`src/rtl/sphere_pkg.sv`:
```
// Shared types and constants for the sphere hit scheduler.
// Holds the FSM state encoding, datapath widths and the no-hit distance.
package sphere_pkg;

  localparam int RD_W   = 24;
  localparam int DIST_W = 32;

  localparam logic [DIST_W-1:0] MAX_DIST = 32'h7FFF_FFFF;

  typedef enum logic [2:0] {
    ST_IDLE,
    ST_FETCH,
    ST_ISSUE,
    ST_WAIT,
    ST_DONE
  } state_e;

endpackage

```
`src/rtl/sphere_hit_scheduler.sv`:
```
// Walks the spheres of one ray through the distance calculator and keeps the nearest hit.
// Optional SPHERE_SCHED_SKIP_MISS_EN: quick-rejected spheres skip the distance calculator.
module sphere_hit_scheduler
  import sphere_pkg::*;
#(
  parameter int NUM_SPHERES = 8,
  parameter int IDX_W       = $clog2(NUM_SPHERES)
) (
  input  logic                     CLK,
  input  logic                     aresetn,
  input  logic                     start,
  input  logic [IDX_W:0]           sphere_count,
  output logic                     busy,
  output logic                     sph_req,
  output logic [IDX_W-1:0]         sph_idx,
  input  logic                     sph_valid,
  input  logic [RD_W-1:0]          sph_root_disc,
  input  logic signed [DIST_W-1:0] sph_b,
  input  logic                     sph_quick_isect,
  output logic [RD_W-1:0]          dc_root_disc,
  output logic signed [DIST_W-1:0] dc_b,
  output logic                     dc_quick_isect,
  output logic [DIST_W-1:0]        dc_old_dist,
  output logic                     dc_in_valid,
  input  logic                     dc_in_ready,
  input  logic                     dc_out_ready,
  input  logic                     dc_intersects,
  input  logic [DIST_W-1:0]        dc_distance,
  output logic                     result_valid,
  input  logic                     result_ready,
  output logic                     hit,
  output logic [IDX_W-1:0]         hit_idx,
  output logic [DIST_W-1:0]        hit_dist
);

  localparam logic [IDX_W:0] MAX_CNT = (IDX_W+1)'(NUM_SPHERES);

  state_e                     state_q;
  logic [IDX_W-1:0]           idx_q;
  logic [IDX_W:0]             count_q;
  logic [DIST_W-1:0]          best_q;
  logic                       hit_q;
  logic [IDX_W-1:0]           hidx_q;
  logic [RD_W-1:0]            rd_q;
  logic signed [DIST_W-1:0]   b_q;
  logic                       qi_q;

  logic [IDX_W:0] count_d;
  logic [IDX_W:0] idx_d;
  logic           last;

  assign count_d = (sphere_count > MAX_CNT) ? MAX_CNT : sphere_count;
  assign idx_d   = {1'b0, idx_q} + (IDX_W+1)'(1);
  assign last    = (idx_d == count_q);

  always_ff @(posedge CLK or negedge aresetn) begin
    if (!aresetn) begin
      state_q <= ST_IDLE;
      idx_q   <= '0;
      count_q <= '0;
      best_q  <= '0;
      hit_q   <= 1'b0;
      hidx_q  <= '0;
      rd_q    <= '0;
      b_q     <= '0;
      qi_q    <= 1'b0;
    end else begin
      unique case (state_q)
        ST_IDLE: begin
          if (start) begin
            idx_q   <= '0;
            best_q  <= MAX_DIST;
            hit_q   <= 1'b0;
            hidx_q  <= '0;
            count_q <= count_d;
            state_q <= (sphere_count == '0) ? ST_DONE : ST_FETCH;
          end
        end
        ST_FETCH: begin
          if (sph_valid) begin
            rd_q <= sph_root_disc;
            b_q  <= sph_b;
            qi_q <= sph_quick_isect;
`ifdef SPHERE_SCHED_SKIP_MISS_EN
            if (!sph_quick_isect) begin
              if (!last) idx_q <= idx_d[IDX_W-1:0];
              state_q <= last ? ST_DONE : ST_FETCH;
            end else begin
              state_q <= ST_ISSUE;
            end
`else
            state_q <= ST_ISSUE;
`endif
          end
        end
        ST_ISSUE: begin
          if (dc_in_ready) state_q <= ST_WAIT;
        end
        ST_WAIT: begin
          if (dc_out_ready) begin
            // Calculator already rejects t >= old distance, so no compare here.
            if (dc_intersects) begin
              best_q <= dc_distance;
              hidx_q <= idx_q;
              hit_q  <= 1'b1;
            end
            if (!last) idx_q <= idx_d[IDX_W-1:0];
            state_q <= last ? ST_DONE : ST_FETCH;
          end
        end
        ST_DONE: begin
          if (result_ready) state_q <= ST_IDLE;
        end
        default: state_q <= ST_IDLE;
      endcase
    end
  end

  assign busy           = (state_q != ST_IDLE);
  assign sph_req        = (state_q == ST_FETCH);
  assign sph_idx        = idx_q;
  assign dc_root_disc   = rd_q;
  assign dc_b           = b_q;
  assign dc_quick_isect = qi_q;
  assign dc_old_dist    = best_q;
  assign dc_in_valid    = (state_q == ST_ISSUE) && dc_in_ready;
  assign result_valid   = (state_q == ST_DONE);
  assign hit            = hit_q;
  assign hit_idx        = hidx_q;
  assign hit_dist       = best_q;

endmodule
```
`config.mk`:
```
export PLATFORM = sky130hd
export DESIGN_NAME = sphere_hit_scheduler
export DESIGN_NICKNAME = d
export VERILOG_FILES = /design/src/rtl/sphere_pkg.sv /design/src/rtl/sphere_hit_scheduler.sv
export SDC_FILE = /design/constraint.sdc
export NUM_CORES = 1
export LEC_CHECK = 0
export BUFFER_PORTS_ARGS = -buffer_cell sky130_fd_sc_hd__buf_4
export CAP_MARGIN = 20
export CELL_PAD_IN_SITES_DETAIL_PLACEMENT = 2
export CELL_PAD_IN_SITES_GLOBAL_PLACEMENT = 2
export CORE_MARGIN = 4
export CORE_UTILIZATION = 26
export CTS_CLUSTER_DIAMETER = 120
export DETAILED_ROUTE_END_ITERATION = 10
export PLACE_DENSITY = 0.75
export SLEW_MARGIN = 30
export SYNTH_ARGS = -nofsm -noshare
export SYNTH_HDL_FRONTEND = slang
export SYNTH_SLANG_ARGS = --single-unit
```
`constraint.sdc`:
```
create_clock -name CLK -period 1.9 [get_ports CLK]
set_input_delay 0.095 -clock CLK [delete_from_list [all_inputs] [get_ports CLK]]
set_output_delay 0.095 -clock CLK [all_outputs]
set_load 0.01 [all_outputs]
```
## Yosys cells after proc, flatten, opt, wreduce, memory -nomap -nowiden

Index checks and enable logic that the tools add are counted.

| cells by class | value |
|---|---|
| bitwise logic cells | 0 |
| shifts and indexed selects | 0 |
| multiplexer cells | 24 |
| equality and inequality tests | 12 |
| reduce and logical (&&, ||, !) cells | 10 |
| add/sub/neg operators | 1 |
| multipliers | 0 |
| divide/modulo/power cells | 0 |
| magnitude comparators | 1 |

Operators by type and width:

| cell | number |
|---|---|
| $mux 32 | 3 |
| $pmux 32 s2 | 1 |
| $mux 3 | 12 |
| $pmux 3 s5 | 1 |
| $pmux 3 s2 | 2 |
| $ne 2x2->1 const B | 5 |
| $reduce_and 4->1 | 2 |
| $eq 3x2->1 const B | 2 |
| $reduce_and 5->1 | 1 |
| $add 3x1->4 const B | 1 |
| $eq 4x4->1 | 1 |
| $gt 4x4->1 const B | 1 |
| $logic_not 4->1 | 1 |
| $mux 4 | 1 |
| $ne 2x1->1 const B | 2 |
| $reduce_and 2->1 | 2 |
| $eq 3x1->1 const B | 1 |
| $eq 3x3->1 const B | 1 |
| $logic_not 3->1 | 1 |
| $mux 1 | 3 |
| $reduce_bool 3->1 | 1 |
| $pmux 1 s2 | 1 |
| $reduce_bool 2->1 | 1 |
| $logic_and 1x1->1 | 1 |

| storage, ports and cells | value |
|---|---|
| bits in latches | 0 |
| memory bits (writable) | 0 |
| output and inout bits | 132 |
| bits in read-only memories | 0 |
| memories | 0 |
| bits in registers | 103 |

## Depth between registers and ports, before layout

| logic depth | value |
|---|---|
| depth in word-level cells | 5 |
| gate-level depth with buffers | 7 |
| mapped depth without buffers | 5 |

## Least setup slack after synthesis

OpenSTA, ideal clock, no wires.

| path | value |
|---|---|
| path type | flip-flop to flip-flop |
| from | reg state_q[2] |
| to | reg b_q[13] (netlist: dc_b[13]) |
| data arrival time | 1.620 ns |
| period minus slack after synthesis | 1.745 ns |
| stages on the path, launching flop included | 6 |
| buffers on the path | 2 |
| setup slack | 0.155 ns |
| path through | dfrtp_1 -> nor3b_1 -> and2_1 -> buf_4 -> buf_6 -> mux2_2 |

| between the ends | value |
|---|---|
| word-level cells in the longest chain between the ends | 2 |

Ends and longest elaborated chain:

| what | line | text |
|---|---|---|
| start: declaration | sphere_hit_scheduler.sv:38 | `state_e state_q;` |
| start signal: assignment | sphere_hit_scheduler.sv:76 | `state_q <= (sphere_count == '0) ? ST_DONE : ST_FETCH;` |
| start signal: assignment | sphere_hit_scheduler.sv:108 | `state_q <= last ? ST_DONE : ST_FETCH;` |
| $eq 3x1->1 | -- |  |
| via sph_req | sphere_hit_scheduler.sv:14 | `output logic sph_req,` |
| $reduce_and 2->1 (no source line) | -- |  |
| end signal: assignment | sphere_hit_scheduler.sv:82 | `b_q <= sph_b;` |
| end: declaration | sphere_hit_scheduler.sv:45 | `logic signed [DIST_W-1:0] b_q;` |

The timed path passes the listed nets, and every way through them passes these cells.
A chain may end at the register's enable or synchronous reset.

## Worst setup path in the final report

| path | value |
|---|---|
| from | reg state_q[1] |
| to | reg b_q[28] (netlist: dc_b[28]) |

| between the ends | value |
|---|---|
| word-level cells in the longest chain between the ends | 2 |

Ends and longest elaborated chain:

| what | line | text |
|---|---|---|
| $eq 3x1->1 | sphere_hit_scheduler.sv:68 | `unique case (state_q)` |
| $reduce_and 2->1 (no source line) | -- |  |

No other way between the ends.

==> out/metrics.yaml <==
run_status:
  status: "finished clean"
cells_and_area:
  fill_cells: 1728
  layout_commonest_cell: "buf_4"
  final_cells: 897
  finalNetCount: 773
  area_growth_pct: 67.6
  layout-drive-gt1-share_pct: 48.4
  layout_common_cells: "buf_4 (241), dfrtp_1 (103), dlygate4sd3_1 (86)"
  final_util_pct: 44.6
  final_cell_area_mm2: 0.00742
power_and_ir_drop:
  ir_drop_v: 0.000585
  p_leak_nw: 3.59
  p_per_area_mw_per_mm2: 1620
logic_synthesis:
  synth_fp_nets: 481
  muxShareOfSynthArea_pct: 14.8
  synth_fa_ha_area_share_pct: 0.283
  ys.warnings.count: 0
  synth-xor-area-share_pct: 0.904
  syn_inst: 379
  synth.area.top_cells: "dfrtp_1 (58%), mux2_2 (15%), nand2_1 (6.2%)"
  avgSynthCellArea_um2: 11.7
  synth_top_family_by_area: "multiplexers"
  netlist.area_leader.share_pct: 58.2
  synth_top_area_cell: "dfrtp_1"
  ys.flop_type: "dfrtp_1"
  yosysSeqAreaShare_pct: 58.2
  netlist_area_mm2: 0.00443
  synth_compound_gate_area_share_pct: 7.04
  yosys.cell_types.count: 43
  synth-simple-area-share_pct: 10.0
  ys_ff_latch: 103
  synth_edf_count: 0
  synthArstFlopShare_pct: 100
min_path:
  hp-class: "input pin to flop"
  min_path_cells: 3
  min_from: "dc_distance[16]"
  holdPathEnd: "dc_old_dist[16]"
die:
  fp.dieArea_mm2: 0.0192
  ios: 233
  die_height_um: 138
  start_util_pct: 26.6
  rows: 47
  die_w_um: 138
  core_area_mm2: 0.0166
critical_path:
  r2r_end: "dc_b[28]"
  reg2reg_from: "state_q[1]"
  cp_slowest_cell: "dfrtp_1"
  timing.critical_path.from_type: "flop"
  crit_chain: "nor3b_1, and2_2, buf_12, mux2_2"
  required_ps: 2130
  timing.reg2reg.setup_slack_ps: 200
  rr_worst_depth: 4
  path_class: "flop to flop"
  slowest_delay_ps: 450
  worst-path-max-fanout: 27
  critical-path-top-delay-family: "simple AND/OR/NAND/NOR gates"
  cp.buffers_inverters: 1
  crit_cells: 4
  worstSetupEndpointType: "flop"
  worstPathArrival_ps: 1930
timing:
  fin_crit_ps: 1700
  finalCritPeriodShare_pct: 89.6
  grt_setup_unrepaired: "false"
  setup_viol: 0
  max_slew_margin_pct: 75.2
  fin_worst_skew_ps: 17.2
  tightest_slew_ps: 372
  tns_ps: 0
  hold_viol_final: 0
  slew_violations: 0
  fin_hold_ws_ps: 17.1
  max_freq_ghz: 0.587
routing:
  first_pass_iters: 4
  wl_per_cell_um: 19.1
  drt_iter0_markers: 98
  drc: 0
  wl_um: 17200
  antenna_left: 0
  viasPerCell: 4.44
  via_count: 3984
clock_network:
  postCtsSetupBuffers: 0
  insertion_delay_ps: 350
  htree_levels: 3
  clock-root-buffer: "clkbuf_16"
  cts_made_buffers: 9
  clk_pin_slew_worst_paths_ps: 80
  cts.sinks: 103
  cts_tree: "built"
  cts_buffer_depth: 2
job:
  cap_violations: 0
placement:
  place_inst: 794
  place_congestion: 0.799
  portBuffers: 232
  dp_hpwl_um: 11200
  dpl-instance-area_mm2: 0.00627
global_route:
  antenna_found_initial: 1
  grt_pass1_vias: 4621
  grt_usage_pct: 17.8
  grt_max_degree: 62
  grt_pass1_wl_um: 26800
  grt_overflow: 0
state kept, by name (all words and copies together) (netlist names):
| name | flops |
|---|---|
| hit | 1 |
| count_q | 4 |
| dc_root_disc | 24 |
| sph_idx | 3 |
| dc_quick_isect | 1 |
| dc_old_dist | 32 |
| dc_b | 32 |
| hit_idx | 3 |
| state_q | 3 |
cell usage after synthesis (4+ instances only):
cell type / count
clkbuf_1: 5
o21ai_1: 5
dfrtp_1: 103
o21ai_0: 33
buf_2: 10
buf_4: 33
mux2_2: 58
buf_6: 4
nor2_1: 7
inv_1: 7
nand2_1: 73
a21oi_1: 4
timing repair:
action                    in CTS  in global routing
hold endpoints to repair     188                  0
hold buffers                  86                  0
gates resized for setup        0                  0
through the flow:
stage / total power, mW / worst slack [ps]
2_1_floorplan: 7.15 / 155
3_3_place_gp: 9.74 / 288
3_5_place_dp: 10.1 / 214
4_1_cts: 12.1 / 195
5_1_grt: 12.9 / 34.0
6_report: 12.1 / 197
worst reg2reg max path, delay by kind of cell (launching register included):
family	cells	cell delay (ps)
flops	1	450
buf+inv	1	200
mux	1	400
simple gates	2	530
final cells by class:
cell class                 instances  area (µm²)  share of cell area [%]
multi-input combinational        217        1460                    19.7
inverter                           7        26.3                   0.354
tap                              220         275                    3.71
timing repair buffer             333        2790                    37.6
sequential                       103        2580                    34.7
clock inverter                     7        61.3                   0.826
clock buffer                       9         225                    3.03
antenna                            1        2.50                  0.0337
routing by layer:
metal	vias to the layer above	part of all wire, %	track usage, %
li1	1828	-	-
met1	1998	35	18.4
met2	133	57	35.2
met3	25	5.0	3.69
met4	0	2.6	5.88
met5	-	0	0
kinds of logic after synthesis:
logic type      count (synthesis)
flops                         103
simple gates                  101
buf+inv                        59
mux                            58
compound gates                 54
xor+xnor                        3
fa+ha+maj                       1
how the worst max path moves through the flow:
stage                     startpoint              end  slack [ps]
after floorplan           state_q[2]         dc_b[13]         160
after global placement    state_q[1]         dc_b[13]         290
after detailed placement  state_q[1]  dc_root_disc[5]         210
after CTS                 state_q[1]  dc_root_disc[5]         190
after global routing      sph_idx[1]       state_q[0]          30
final                     state_q[1]         dc_b[28]         200
report_power, final:
| part | switching (mW) | internal [mW] | total, mW |
|---|---|---|---|
| Sequential | 0.826 | 3.31 | 4.13 |
| Combinational | 2.89 | 3.20 | 6.09 |
| Clock | 0.908 | 0.922 | 1.83 |
Note: power is estimated with default switching activity, not from simulation.
